[config.mk]
export PLATFORM = sky130hd
export DESIGN_NAME = branch_predictor
export DESIGN_NICKNAME = d
export VERILOG_FILES = /design/src/rtl/multicore_pkg.sv /design/src/rtl/branch_predictor_sat_counter2.sv /design/src/rtl/branch_predictor.sv
export SDC_FILE = /design/constraint.sdc
export NUM_CORES = 1
export LEC_CHECK = 0
export BUFFER_PORTS_ARGS = -buffer_cell sky130_fd_sc_hd__clkbuf_2
export CAP_MARGIN = 20
export CORE_UTILIZATION = 60
export CTS_CLUSTER_SIZE = 30
export DETAILED_ROUTE_END_ITERATION = 6
export PLACE_DENSITY = 0.93
export SLEW_MARGIN = 0
export SYNTH_ARGS = -nofsm -noshare
export SYNTH_HDL_FRONTEND = slang
export SYNTH_HIERARCHICAL = 1
export SYNTH_SLANG_ARGS = --single-unit
[constraint.sdc]
create_clock -name i_clk -period 4.5 [get_ports i_clk]
set_clock_uncertainty 0.1 [all_clocks]
set_input_delay 0.225 -clock i_clk [delete_from_list [all_inputs] [get_ports i_clk]]
set_output_delay 0.225 -clock i_clk [all_outputs]
set_load 0.02 [all_outputs]
[src/rtl/multicore_pkg.sv]
// Shared types and constants for the core: branch history counter encoding,
// flush FSM states and global widths.
package multicore_pkg;

  localparam int DATA_SIZE       = 32;
  localparam int BHT_ENTRIES_DEF = 32;

  typedef enum logic [1:0] {
    SNT = 2'b00,
    WNT = 2'b01,
    WT  = 2'b10,
    ST  = 2'b11
  } t_bht_cnt;

  typedef enum logic {
    FL_IDLE  = 1'b0,
    FL_SWEEP = 1'b1
  } t_flush_state;

endpackage

[src/rtl/branch_predictor_sat_counter2.sv]
// Two-bit saturating counter next-state: taken moves toward ST, not-taken
// toward SNT, both clamping at the ends.
module sat_counter2
  import multicore_pkg::*;
(
  input  t_bht_cnt count_i,
  input  logic     taken_i,
  output t_bht_cnt next_o
);

  always_comb begin
    next_o = count_i;
    if (taken_i) begin
      if (count_i != ST) next_o = t_bht_cnt'(count_i + 2'd1);
    end else begin
      if (count_i != SNT) next_o = t_bht_cnt'(count_i - 2'd1);
    end
  end

endmodule

[src/rtl/branch_predictor.sv]
// Bimodal branch predictor: flop-based table of 2-bit counters indexed by
// pc[IDX_W+1:2], one-cycle lookup with update bypass, and a sweeping flush.
module branch_predictor
  import multicore_pkg::*;
#(
  parameter int BHT_ENTRIES = BHT_ENTRIES_DEF,
  parameter int IDX_W       = $clog2(BHT_ENTRIES)
) (
  input  logic                 i_clk,
  input  logic                 i_rst,
  input  logic                 i_lk_valid,
  input  logic [DATA_SIZE-1:0] i_lk_pc,
  output logic                 o_pred_valid,
  output logic                 o_pred_taken,
  input  logic                 i_upd_valid,
  input  logic [DATA_SIZE-1:0] i_upd_pc,
  input  logic                 i_upd_taken,
  input  logic                 i_upd_pred,
  output logic                 o_mispredict,
  input  logic                 i_flush,
  output logic                 o_busy,
  output logic [15:0]          o_mispred_cnt,
  output t_flush_state         o_dbg_state
);

  t_flush_state   state_q, state_d;
  logic [IDX_W-1:0] sweep_idx_q, sweep_idx_d;
  t_bht_cnt       cnt_q [BHT_ENTRIES];
  t_bht_cnt       cnt_d [BHT_ENTRIES];
  logic           pred_valid_q, pred_valid_d;
  logic           pred_taken_q, pred_taken_d;
  logic           mispredict_q, mispredict_d;
  logic [15:0]    mispred_cnt_q, mispred_cnt_d;

  logic [IDX_W-1:0] lk_idx, upd_idx;
  t_bht_cnt       upd_next;
  logic           sweeping;

  assign lk_idx   = i_lk_pc[IDX_W+1:2];
  assign upd_idx  = i_upd_pc[IDX_W+1:2];
  assign sweeping = (state_q == FL_SWEEP);

  logic unused_pc_bits;
  assign unused_pc_bits = ^{i_lk_pc[DATA_SIZE-1:IDX_W+2], i_lk_pc[1:0],
                            i_upd_pc[DATA_SIZE-1:IDX_W+2], i_upd_pc[1:0]};

  sat_counter2 u_sat (
    .count_i (cnt_q[upd_idx]),
    .taken_i (i_upd_taken),
    .next_o  (upd_next)
  );

  // Flush FSM: sweep index walks the table once, then returns to idle.
  always_comb begin
    state_d     = state_q;
    sweep_idx_d = sweep_idx_q;
    case (state_q)
      FL_IDLE: begin
        if (i_flush) begin
          state_d     = FL_SWEEP;
          sweep_idx_d = '0;
        end
      end
      FL_SWEEP: begin
        sweep_idx_d = sweep_idx_q + 1'b1;
        if (sweep_idx_q == IDX_W'(BHT_ENTRIES - 1)) begin
          state_d     = FL_IDLE;
          sweep_idx_d = '0;
        end
      end
      default: state_d = FL_IDLE;
    endcase
  end

  // Table next state; the lookup reads cnt_d so a same-index update bypasses.
  always_comb begin
    cnt_d = cnt_q;
    if (sweeping) cnt_d[sweep_idx_q] = WNT;
    else if (i_upd_valid) cnt_d[upd_idx] = upd_next;
  end

  always_comb begin
    pred_valid_d  = i_lk_valid;
    pred_taken_d  = i_lk_valid && !sweeping && cnt_d[lk_idx][1];
    mispredict_d  = i_upd_valid && (i_upd_taken != i_upd_pred);
    mispred_cnt_d = mispred_cnt_q;
    if (mispredict_d && (mispred_cnt_q != 16'hFFFF)) mispred_cnt_d = mispred_cnt_q + 16'd1;
  end

  always_ff @(posedge i_clk or posedge i_rst) begin
    if (i_rst) begin
      state_q       <= FL_IDLE;
      sweep_idx_q   <= '0;
      pred_valid_q  <= 1'b0;
      pred_taken_q  <= 1'b0;
      mispredict_q  <= 1'b0;
      mispred_cnt_q <= '0;
      for (int i = 0; i < BHT_ENTRIES; i++) cnt_q[i] <= WNT;
    end else begin
      state_q       <= state_d;
      sweep_idx_q   <= sweep_idx_d;
      pred_valid_q  <= pred_valid_d;
      pred_taken_q  <= pred_taken_d;
      mispredict_q  <= mispredict_d;
      mispred_cnt_q <= mispred_cnt_d;
      for (int i = 0; i < BHT_ENTRIES; i++) cnt_q[i] <= cnt_d[i];
    end
  end

  assign o_pred_valid  = pred_valid_q;
  assign o_pred_taken  = pred_taken_q;
  assign o_mispredict  = mispredict_q;
  assign o_mispred_cnt = mispred_cnt_q;
  assign o_busy        = sweeping;
  assign o_dbg_state   = state_q;

endmodule

; Word-level counts from Yosys, hierarchy flattened
; Index checks and enable logic that the tools add are counted.
[totals]
reg_bits = 89
word_cells = 89
input_bits = 71
out_inout_bits = 21
[op_classes]
n_lt_le_gt_ge = 5
addsub = 4
muxes = 22
bitwise = 7
n_reduce_logical = 8
n_eq_ne = 5
[ops]
columns = operator, count
row1 = $mux 64, 2
row2 = $bwmux 64, 1
row3 = $and 32x32->32, 1
row4 = $not 32->32, 1
row5 = $or 32x32->32, 1
row6 = $bmux 2 s5, 2
row7 = $demux 2 s5, 2
row8 = $ge 6x6->1 const B, 3
row9 = $mux 2, 9
row10 = $not 5->6, 3
row11 = $add 16x1->16 const B, 1
row12 = $ne 16x16->1 const B, 1
row13 = $lt 6x1->1 const B, 2
row14 = $mux 5, 2
row15 = $pmux 5 s2, 1
row16 = $logic_and 1x1->1, 6
row17 = $add 5x1->5 const B, 1
row18 = $eq 5x5->1 const B, 1
row19 = $ne 2x2->1 const B, 2
row20 = $add 2x1->2 const B, 1
row21 = $mux 1, 2
row22 = $pmux 1 s2, 1
row23 = $reduce_bool 2->1, 1
row24 = $sub 2x1->2 const B, 1
row25 = 3 further kinds, 3

; Longest topological paths before layout
; Gate-level depths: netlist of the first run.
[depth]
depth_word = 14
ltp_mapped = 14

; By module
; Netlist of the first run, hierarchy kept.
[by_module_without_submodules]
columns = mod, seq_area_each_um2, cells_per_inst, instances, area_each_um2
row1 = branch_predictor, 2267.2, 609, 1, 5753.0
row2 = sat_counter2, 0.0, 3, 1, 26.3

; Worst setup path before layout of the first run
; OpenSTA, ideal clock, no wires.
[synth_timing]
path_kind = input to register
startpoint = input i_upd_pc[2]
endpoint = register pred_taken_q (netlist: o_pred_taken)
setup_slack_ns = 0.812
setup_ns = 0.139
required_ns = 4.261
n_path_buf = 4
arrival_ns = 3.449
cell_stages = 14
cell_sequence = buf_2 > buf_2 > buf_2 > mux4_2 > a22oi_1 > nand4_1 > maj3_2 > nand2b_1 > buf_1 > nor3_1 > a311o_1 > a221o_1 > o311ai_0 > o32ai_1
[synth_rtl]
columns = item, line
row1 = "start, declared", branch_predictor.sv:16  ; input logic [DATA_SIZE-1:0] i_upd_pc,
row2 = "end signal, assigned", branch_predictor.sv:103  ; pred_taken_q <= pred_taken_d;
row3 = "end, declared", branch_predictor.sv:31  ; logic pred_taken_q, pred_taken_d;

; Worst setup path in the final report of the first run
[layout_timing]
startpoint = input i_upd_pc[4]
endpoint = register pred_taken_q (netlist: o_pred_taken)
[layout_between]
elab_chain_len = 14
[layout_rtl]
columns = item, line
row1 = $not 5->6 (not written as such) (*), branch_predictor.sv:48  ; .count_i (cnt_q[upd_idx]),
row2 = $bmux 2 s5 (*), branch_predictor.sv:48
row3 = $mux 2 (not written as such) (*) (2 in series), branch_predictor.sv:48
row4 = $sub 2x1->2 (tied with other cells), branch_predictor_sat_counter2.sv:16  ; if (count_i != SNT) next_o = t_bht_cnt'(count_i - 2'd1);
row5 = $mux 2 (on tied branches), "branch_predictor_sat_counter2.sv:16, branch_predictor_sat_counter2.sv:14"
row6 = $mux 2 (*), branch_predictor_sat_counter2.sv:13  ; if (taken_i) begin
row7 = net upd_next[1], branch_predictor.sv:36  ; t_bht_cnt upd_next;
row8 = $bwmux 64 (*), branch_predictor.sv:79  ; else if (i_upd_valid) cnt_d[upd_idx] = upd_next;
row9 = $mux 64 (*), branch_predictor.sv:79
row10 = $mux 64 (*), branch_predictor.sv:78  ; if (sweeping) cnt_d[sweep_idx_q] = WNT;
row11 = $bmux 2 s5 (*), branch_predictor.sv:84  ; pred_taken_d = i_lk_valid && !sweeping && cnt_d[lk_idx][1];
row12 = $mux 2 (not written as such) (*) (2 in series), branch_predictor.sv:84
row13 = $logic_and 1x1->1 (*), branch_predictor.sv:84
row14 = net pred_taken_d, branch_predictor.sv:31
; The timed path passes the listed nets; every way through them passes the cells marked *. The select of a mux whose other input is x is not followed.
; A chain may end at the register's enable or synchronous reset.

==> summary.txt, run 1 <==
Drt
  • # DRC: 0
  • Vias/cell: about 7.3
  • DR WL/cell: roughly 23 um
  • Initial drt markers: 983
  • DR pass1 iterations: 7
  • ANT nets after route: 0
  • Vias: 5,572
  • Drt total wl: between 15,000 and 20,000 um

Placed design
  • Dpl hpwl: around 13,000 um
  • Port bufs: 37
  • GPL Wtd Cong: between 1 and 1.5

Setup path
  • Crit-path cells: clkbuf_2, nor3b_1, a22oi_1, nand4_1, maj3_2, nor2b_1, nand3_1, a41o_1, nor4_1, o311ai_0, o32ai_1
  • Slowest CP cell: nor2b_1
  • FF-to-FF path depth: 10
  • Startpoint types: input port
  • R2R Setup Slk: around 0.8 ns
  • Crit Path Class: in2reg
  • Critical Path RT: about 4.7 ns
  • Worst reg2reg path endpoint: o_pred_taken
  • CP arrival: ~4.0 ns
  • Reg2Reg Launch Point: cnt_q[55]
  • Largest fanout on the critical path: 17
  • Biggest cell delay along the critical path: around 0.74 ns
  • Worst setup EP type: flop

Layout
  • Area occupied by multi-input gates: about 0.0032 sq mm
  • Reg area: around 0.0023 sq mm
  • Final core occ: between 60% and 70%
  • FILL cells: about 730
  • Share of cells above drive strength 1: 21.04%
  • Final nets: slightly above 700
  • Layout area overhead: 8.357%

Floorplan
  • Num ports: just over 90
  • Die Wd: roughly 100 um
  • # rows: 35
  • Initial Util: between 60% and 70%
  • Total die area: around 0.010 sq mm
  • Die H: between 100 and 150 um
  • Core region area: between 0.009 and 0.01 sq mm

Synth
  • Post-Syn Area: about 0.0058 sq mm
  • Ys flop type: dfrtp_1
  • Top cell type's share of synthesized area: between 20% and 30%
  • Cell count after synthesis: 612
  • Synth cell types: 73
  • Seq/Total Area, Yosys: approximately two fifths
  • Synth Register Bits: 89
  • Mean post-synth cell area: between 9 and 10 sq um
  • Post-synth EDFFs: 0
  • Leading area contributor after synthesis: dfrtp_1
  • Synth Net Count: 689
  • Yosys Warn Count: 6
  • Largest cells by area after synthesis: dfrtp_1 25%, dfstp_2 15%, mux4_2 6.2%
  • Asr flop ratio synth: 100.0%

Min path
  • Hold/Removal Path Class: in2reg
  • Hold Path Depth: 3
  • WHS Endpoint: o_pred_taken
  • Worst Hold Launch: i_lk_pc[6]

STA
  • Slew HR: approximately a quarter
  • Tmin final: ~3.8 ns
  • Max Clk Rate: roughly 260 MHz
  • Setup violations, final: 0
  • Final Hold Vio Count: 0
  • Worst slew pin tran: roughly 1.1 ns
  • RSZ-0062 raised after global routing: false
  • Setup TNS: 0 ns
  • Count of pins over their slew limit: 0
  • Period utilisation layout: between 80% and 90%

Global routing
  • First-pass GRT wire length: approximately 28,000 um
  • All-layer global routing usage: 37.58%
  • Initial antenna violation count: 0
  • Overflow left after global routing: 0
  • Vias in the first global route: 5,241
  • Largest net degree at the start of global routing: 49

Clocking
  • Clock Path Buffers: 2
  • CTS clk-pin slew, worst paths: about 0.09 ns
  • CTS H-tree lvls: 3
  • Clk sinks: slightly below 90
  • Cts hold-fix bufs: 3
  • Worst skew pair latency: between 0.3 and 0.4 ns
  • Post-CTS setup buffers: 0
  • Post-CTS sizing: 0
  • Clock root buffer: clkbuf_8
  • Num CTS Buffers: 9
  • CTS tree: done

Pwr
  • Leakage: 0.002608 uW
  • Cell area power density: ~530 mW/mm^2
  • Total chip power: roughly 3300 uW
  • Worst vdd ir: 0.0003427 V

Flow run
  • MaxCap Viol Count: 0

Outcome
  • Status: finished, final reports clean
per-layer routing:
layer  wire, um  global-route usage [%]  share of wire (%)  vias up
li1           -                       -                  -     2359
met2       7599                   54.11                 43      481
met4        900                   18.62                5.0        0
met3       2649                   10.38                 15      114
met1       6723                   52.46                 38     2618
met5          0                       0                  0        -
critical path, delay by kind of cell:
| family | cells | cell delay, ns |
|---|---|---|
| simple gates | 5 | 2.23 |
| compound gates | 4 | 0.82 |
| fa+ha+maj | 1 | 0.41 |
| buf+inv | 1 | 0.32 |
layout by cell type, fill, tap and decap left out, types with 8 or more instances in the layout:
master / instances
dfrtp_1: 56
dfstp_2: 32
a21oi_1: 38
nor2_1: 39
o21ai_0: 13
nand2b_1: 8
nand3_1: 22
mux4_2: 16
buf_4: 15
a22oi_1: 9
clkbuf_8: 9
inv_1: 22
nand2_1: 53
a211oi_1: 24
clkbuf_2: 37
nor3_1: 40
xnor2_1: 13
area by class of cell:
class | instances | area share [%]
Antenna cell | 1 | 0.03996
Clock buffer | 10 | 2.038
Clock inverter | 6 | 1.479
Inverter | 24 | 1.459
Multi-Input combinational cell | 448 | 50.95
Sequential cell | 89 | 36.22
Tap cell | 129 | 2.577
Timing Repair Buffer | 55 | 5.235
logic make-up (layout without fill, tap and decap cells):
family / Yosys count / after routing / share of synthesized area [%]
AND/OR/NAND/NOR: 236 / 236 / 22.69
AO/OA/AOI/OAI: 165 / 165 / 20.98
flip-flops: 89 / 89 / 39.23
buffers and inverters: 75 / 95 / 5.564
multiplexers: 21 / 21 / 7.123
XOR/XNOR: 18 / 18 / 2.728
adder cells (fa/ha/maj): 8 / 8 / 1.689
other: 0 / 1 / 0
cells in the mapped netlist (8+ instances only):
library cell,number
dfrtp_1,57
nand2_1,53
nor3_1,40
nor2_1,39
a21oi_1,38
dfstp_2,32
clkbuf_1,25
a211oi_1,24
inv_1,23
nand3_1,22
buf_2,17
mux4_2,16
o21ai_0,13
xnor2_1,13
a22oi_1,9
nand2b_1,8
where the power goes:
| part | switching, uW | total (uW) | internal, uW | leakage [uW] |
|---|---|---|---|---|
| registers | 300 | 1440 | 1140 | 0.00108 |
| logic | 763 | 1270 | 508 | 0.00143 |
| clock network | 307 | 622 | 315 | 0.000103 |
| total | 1370 | 3340 | 1970 | 0.00261 |
worst max path at each step:
stage / start / slack [ns] / depth (start not counted) / endpoint
detailed placement: i_upd_pc[4] / 0.59 / 11 / o_pred_taken
global placement: i_upd_pc[2] / 0.61 / 12 / o_pred_taken
finish: i_upd_pc[4] / 0.66 / 11 / o_pred_taken
global route: i_upd_pc[2] / 0.65 / 12 / o_pred_taken
floorplan: i_upd_pc[2] / 0.81 / 14 / o_pred_taken
CTS: cnt_q[55] / 0.91 / 10 / o_pred_taken
metrics by stage:
| step | setup WS (ns) | cell area, sq um | cells | hold WS, ns |
|---|---|---|---|---|
| after floorplan | 0.8117 | 5779 | 612 | 0.1564 |
| after CTS | 0.9055 | 6260 | 761 | 0.04505 |
| after global routing | 0.6548 | 6260 | 761 | 0.06758 |
| after detailed placement | 0.5928 | 6010 | 742 | 0.2462 |
| final | 0.6570 | 6262 | 762 | 0.05600 |
| after global placement | 0.6078 | 6010 | 742 | 0.2382 |
No activity file was read; power rests on OpenSTA's default activity.
==> run 2, diff against run 1 <==
- ABC_AREA: not set -> 1
- CORE_MARGIN: not set -> 5
==> run 2 against run 1 <==
Compared with the run above:
- count of clock-buffer cells in the layout stayed put
- setup slack better by 0.74 ns
- global-route usage is 5.7 points lower
- maximum frequency is 24% higher
- via count is 14% higher
- clock power is 2% lower
- register-to-register slack better by 0.89 ns
- combinational power is 14% higher
- first-iteration DRC count is 4.0% higher
- the run now ends with DRC left
- core utilization is 1.2 points lower
- sequential share of layout area is 0.86 points lower
- largest cell class unchanged
- final cell count is 27% higher
==> summary.txt, run 2 <==
Synth
  • Cell count after synthesis: 807
  • Mean post-synth cell area: 7.315 sq um
  • Asr flop ratio synth: between 90% and 100%
  • Yosys Warn Count: 6
  • Synth Net Count: roughly 880
  • Post-synth EDFFs: 0
  • Ys flop type: dfrtp_1
  • Largest cells by area after synthesis: dfrtp_1 24%, dfstp_2 14%, nand3_1 13%
  • Post-Syn Area: roughly 0.0059 sq mm
  • Synth cell types: 39
  • Top cell type's share of synthesized area: between 20% and 30%
  • Leading area contributor after synthesis: dfrtp_1
  • Synth Register Bits: just under 90
  • Seq/Total Area, Yosys: between 30 and 40%
  • Post-synth top cells: 151 x nand3_1, 105 x o21ai_0, 99 x nand2_1
  • Top-count cell post-synth: nand3_1

Layout
  • Most frequent cells in the layout: 151 x nand3_1, 105 x o21ai_0, 99 x nand2_1, 89 x inv_1, 56 x dfrtp_1
  • Reg area: between 0.002 and 0.0025 sq mm
  • Most common cell after layout, fill and taps aside: nand3_1
  • Final nets: approximately 910
  • Share of cells above drive strength 1: ~14%
  • Antenna diodes: 0
  • Area occupied by multi-input gates: 0.003099 sq mm
  • Layout area overhead: 8.648%
  • FILL cells: approximately 790

Min path
  • Hold/Removal Path Class: in2reg

STA
  • Count of pins over their slew limit: 0
  • Period utilisation layout: 68.86%
  • Tmin final: roughly 3.1 ns
  • Slew HR: between 50% and 60%
  • Setup violations, final: 0
  • Fin Hold WS: around 0.034 ns
  • Worst slew pin tran: between 0.7 and 0.8 ns
  • RSZ-0062 raised after global routing: false
  • Max Clk Rate: approximately 320 MHz
  • Setup TNS: 0 ns
  • Final Hold Vio Count: 0

Global routing
  • Vias in the first global route: 6,162
  • Initial antenna violation count: 0
  • First-pass GRT wire length: 29,930 um
  • Overflow left after global routing: 0
  • Largest net degree at the start of global routing: 69
  • All-layer global routing usage: between 30% and 40%

Setup path
  • Crit-path cells: clkbuf_2, inv_1, nand2_1, inv_2, a22oi_1, o221ai_1, nand2_1, nand4_1, or2_1, o21ai_1, nand2_1, buf_4, nand3_1, nand3_1, nand3_1, nand3_1, nand3_1, nand3_1, a21oi_1, nor2_1
  • Most used cell, CP: nand3_1
  • Critical Path RT: 4.69 ns
  • Slowest CP cell: nand2_1
  • R2R Setup Slk: between 1.5 and 2 ns
  • Largest fanout on the critical path: 32
  • Worst setup EP type: flop
  • Biggest cell delay along the critical path: between 0.3 and 0.4 ns
  • Startpoint types: input port
  • Crit Path Class: in2reg
  • CP arrival: around 3.3 ns
  • Bufs and invs on worst path: 4
  • Cell family with most CP delay: simple AND/OR/NAND/NOR gates

Clocking
  • Post-CTS setup buffers: 0
  • CTS H-tree lvls: 3
  • CTS tree: done
  • Clock root buffer: clkbuf_8
  • Clk sinks: between 80 and 90
  • Worst skew pair latency: approximately 0.39 ns
  • Num CTS Buffers: 9
  • Clock Path Buffers: 2
  • CTS clk-pin slew, worst paths: 0.10 ns

Floorplan
  • Total die area: 0.01192 sq mm
  • Num ports: between 90 and 100
  • Core region area: 0.009684 sq mm
  • Initial Util: a little over 60%
  • Die H: 109.2 um
  • Die Wd: roughly 110 um
  • # rows: 36

Placed design
  • Port bufs: 37
  • GPL Wtd Cong: about 1.0
  • Dpl hpwl: ~12,000 um

Outcome
  • Failing checks: DRC
  • Status: finished with violations

Pwr
  • Cell area power density: roughly 530 mW/mm^2
  • Worst vdd ir: roughly 0.00044 V
  • Leakage: around 0.0029 uW

Drt
  • ANT nets after route: 0
  • Drt total wl: 18,280 um
  • Initial drt markers: 1,022
  • DR WL/cell: between 15 and 20 um
  • Vias/cell: ~6.6
  • DR pass1 iterations: 7
  • Vias: ~6,400
  • # DRC: 8

Flow run
  • MaxCap Viol Count: 0
## run 2: cell types whose count changed after synthesis, sizes merged, moves of 10 or more
cell    change
and2       +24
a22oi      +11
nand3     +130
nor2       +18
o21ai      +95
nand2      +48
a211oi     -24
buf        -10
mux4       -16
nor3       -35
inv        +75
a21oi      -14
## run 2: cell type report
cell class                      instances  share of cell area (%)
Timing Repair Buffer                   50                   4.604
Clock buffer                           10                   2.146
Clock inverter                          6                   1.210
Tap cell                              133                   2.595
Inverter                               98                   5.755
Multi-Input combinational cell        581                   48.32
Sequential cell                        89                   35.37
## run 2: worst paths after layout
| path | from | end | cells after the start |
|---|---|---|---|
| max | i_upd_pc[3] | o_pred_taken | 20 |
| min | i_upd_taken | o_mispredict | 2 |
| max reg2reg | cnt_q[25] | o_pred_taken | 16 |
| min reg2reg | o_mispred_cnt[15] | o_mispred_cnt[15] | 1 |
| max in group asynchronous | i_rst | cnt_q[29] | 4 |
| min in group asynchronous | i_rst | cnt_q[1] | 3 |
## run 2: cells by family (layout without fill, tap and decap cells)
logic type / Yosys count / in the layout / share of synthesized area [%]
flip-flops: 89 / 89 / 38.41
AND/OR/NAND/NOR: 362 / 362 / 29.12
adder cells (fa/ha/maj): 6 / 6 / 1.272
AO/OA/AOI/OAI: 200 / 200 / 20.18
XOR/XNOR: 13 / 13 / 1.929
buffers and inverters: 137 / 164 / 9.093
## run 2: worst register-to-register path, stage by stage (launching register included)
cell,delay (ns)
dfrtp_1,0.40
a22oi_1,0.20
o221ai_1,0.15
nand2_1,0.15
nand4_1,0.12
or2_1,0.27
o21ai_1,0.14
nand2_1,0.06
buf_4,0.24
nand3_1,0.14
nand3_1,0.11
nand3_1,0.12
nand3_1,0.10
nand3_1,0.12
nand3_1,0.10
a21oi_1,0.14
nor2_1,0.06
## run 2: power breakdown
part | leakage (uW) | total (uW) | switching (uW) | internal [uW]
Combinational | 0.00174 | 1450 | 951 | 503
Clock | 0.000107 | 611 | 327 | 283
Sequential | 0.00102 | 1350 | 206 | 1140
Total | 0.00287 | 3410 | 1480 | 1930
## run 2: metrics by stage
step	utilization [%]	total power (uW)	cells	cell area [sq um]	setup WS [ns]
after floorplan	-	2372	807	5903	1.809
after global placement	63.49	2685	946	6148	1.217
after detailed placement	63.49	2738	946	6148	1.171
after CTS	66.23	3361	967	6414	1.559
after global routing	66.23	3634	967	6414	1.112
final	66.23	3414	967	6414	1.401
## run 2: routing by layer
layer,global-route usage (%),wire (um)
met3,8.999,2473
met4,17.45,1031
met5,0,0
met2,48.60,7969
met1,41.08,6805
## run 2: timing repair
action                                 CTS  global route
gates resized for setup                  0             0
endpoints found under the hold margin   32             0
hold buffers                             5             0
==> run 3, diff against run 2 <==
- CORE_UTILIZATION: 60 -> 58
- PLACE_DENSITY: 0.93 -> 0.9
- clock period: 4.5 -> 3.2 ns (I/O delays scaled with it)
==> run 3 against run 2 <==
Compared with the run above:
- the flow still finishes with violations (DRC)
- global-route usage is 1.2 points lower
- worst hold slack better by 0.018 ns
- largest power group unchanged
- via count is 0.63% higher
- final area is 1.7% higher
- sequential power is 41% higher
- final cell count is 1.9% higher
- register-to-register slack worse by 1.3 ns
- non-clock buffer count is 18 higher
==> summary.txt, run 3 (synthesized netlist as in run 2, its figures left out) <==
STA
  • Max Clk Rate: 355.9 MHz
  • Worst slew pin tran: between 0.7 and 0.8 ns
  • Setup violations, final: 0
  • Final Hold Vio Count: 0
  • RSZ-0062 raised after global routing: false
  • Setup TNS: 0 ns
  • Count of pins over their slew limit: 0
  • Period utilisation layout: just under 90%
  • Tmin final: between 2 and 3 ns
  • Slew HR: between 40% and 50%

Layout
  • Most common cell after layout, fill and taps aside: nand3_1
  • FILL cells: 850
  • Antenna diodes: 0
  • Share of cells above drive strength 1: between 15 and 20%
  • Final nets: 924
  • Most frequent cells in the layout: 151 x nand3_1, 105 x o21ai_0, 99 x nand2_1, 89 x inv_1, 56 x dfrtp_1
  • Final Cell Area: approximately 0.0065 sq mm
  • Layout area overhead: 10.47%

Drt
  • DR pass1 iterations: 7
  • Drt total wl: ~19,000 um
  • Initial drt markers: about 800
  • ANT nets after route: 0
  • Vias: approximately 6,400
  • DR WL/cell: 19.06 um
  • # DRC: 20
  • Vias/cell: 6.502

Setup path
  • CP arrival: 2.99 ns
  • Worst setup EP type: flop
  • Biggest cell delay along the critical path: 0.40 ns
  • Crit-path cells: a22oi_1, o221ai_1, nand2_1, nand4_1, or2_1, o21ai_1, nand2_1, buf_4, nand3_1, nand3_1, nand3_1, nand3_1, nand3_1, nand3_1, a21oi_1, nor2_1
  • Crit Path Class: reg2reg
  • Largest fanout on the critical path: 32
  • Startpoint types: flop
  • Reg2Reg Launch Point: cnt_q[25]
  • Slowest CP cell: dfrtp_1
  • Critical Path RT: roughly 3.4 ns
  • Crit path from: cnt_q[25]
  • Most used cell, CP: nand3_1

Clocking
  • Worst skew pair latency: about 0.38 ns
  • Cts hold-fix bufs: 6
  • Num CTS Buffers: 9
  • Post-CTS setup buffers: 0
  • Post-CTS sizing: 0
  • Clock root buffer: clkbuf_8
  • Clock Path Buffers: 2
  • CTS clk-pin slew, worst paths: 0.09 ns
  • CTS H-tree lvls: 3
  • Clk sinks: 89
  • CTS tree: done

Placed design
  • Port bufs: 37
  • Dpl hpwl: between 10,000 and 15,000 um
  • GPL Wtd Cong: roughly 0.98
  • Placed Area: roughly 0.0063 sq mm

Floorplan
  • Die H: 110.9 um
  • Num ports: 92
  • Total die area: 0.01230 sq mm
  • Die Wd: around 110 um
  • # rows: 36
  • Initial Util: 59.84%
  • Core region area: roughly 0.0099 sq mm

Global routing
  • All-layer global routing usage: a little under a third
  • Vias in the first global route: a little over 6,000
  • Initial antenna violation count: 0
  • Largest net degree at the start of global routing: 58
  • Overflow left after global routing: 0
  • First-pass GRT wire length: approximately 30,000 um

Outcome
  • Failing checks: DRC
  • Status: finished with violations

Pwr
  • Leakage: roughly 0.0029 uW
  • Cell area power density: between 700 and 800 mW/mm^2
  • Worst vdd ir: about 0.00053 V

Flow run
  • MaxCap Viol Count: 0

Min path
  • Hold/Removal Path Class: in2reg
  • Worst Hold Launch: i_lk_pc[5]
==> run 3: cell count changes in the layout (fill, tap and decap cells not counted), moves of 2 or more <==
cell | before | now
clkinv_2 | 1 | 3
inv_8 | 2 | 0
clkbuf_1 | 0 | 2
buf_4 | 8 | 24
inv_6 | 2 | 0
==> run 3: metrics by stage <==
step	std cells	setup WS [ns]	hold slack [ns]	power [uW]	util, %
2_1_floorplan	807	0.5745	0.09143	3335	-
3_3_place_gp	962	0.2280	0.1836	3832	63.55
3_5_place_dp	962	0.1919	0.1879	3918	63.55
4_1_cts	984	0.4904	0.03969	4632	65.83
5_1_grt	985	0.2000	0.06836	5027	66.11
6_report	985	0.3902	0.05260	4708	66.11
==> run 3: path summary, 6_finish.rpt <==
kind	to	slack, ns	depth (start not counted)
max in group asynchronous	async pin	2.08	5
hold / removal	o_pred_taken	0.05	4
setup reg to reg	o_pred_taken	0.39	16
setup / recovery	o_pred_taken	0.39	16
min in group asynchronous	cnt_q[5]	0.08	3
hold reg to reg	flop	0.41	2
==> run 3: area by class of cell <==
cell class              count  area (sq um)  share of cell area (%)
repair buffers             68         452.9                   6.946
multi-input cells         581          3099                   47.52
clock inverters             5         33.78                  0.5180
inverters                  98         369.1                   5.660
flip-flops and latches     89          2268                   34.79
well taps                 133         166.4                   2.552
clock buffers              11         131.4                   2.015
==> run 3: power by group <==
group	internal (uW)	leakage [uW]	switching, uW
Clock	282	0.0000793	424
Sequential	1610	0.00102	296
Combinational	744	0.00183	1350
==> run 3: worst max-delay path, delay by kind of cell, from the launching register on <==
family | cells | cell delay, ns
simple gates | 11 | 1.29
compound gates | 4 | 0.66
flops | 1 | 0.40
buf+inv | 1 | 0.25
==> run 3: metal layers <==
layer / wire length (um) / GRT usage, % / share of wire (%) / up-vias
li1: - / - / - / 2866
met1: 7037 / 40.01 / 37 / 2920
met2: 8230 / 46.12 / 44 / 494
met3: 2413 / 7.860 / 13 / 124
met4: 1093 / 17.90 / 5.8 / 0
met5: 0 / 0 / 0 / -
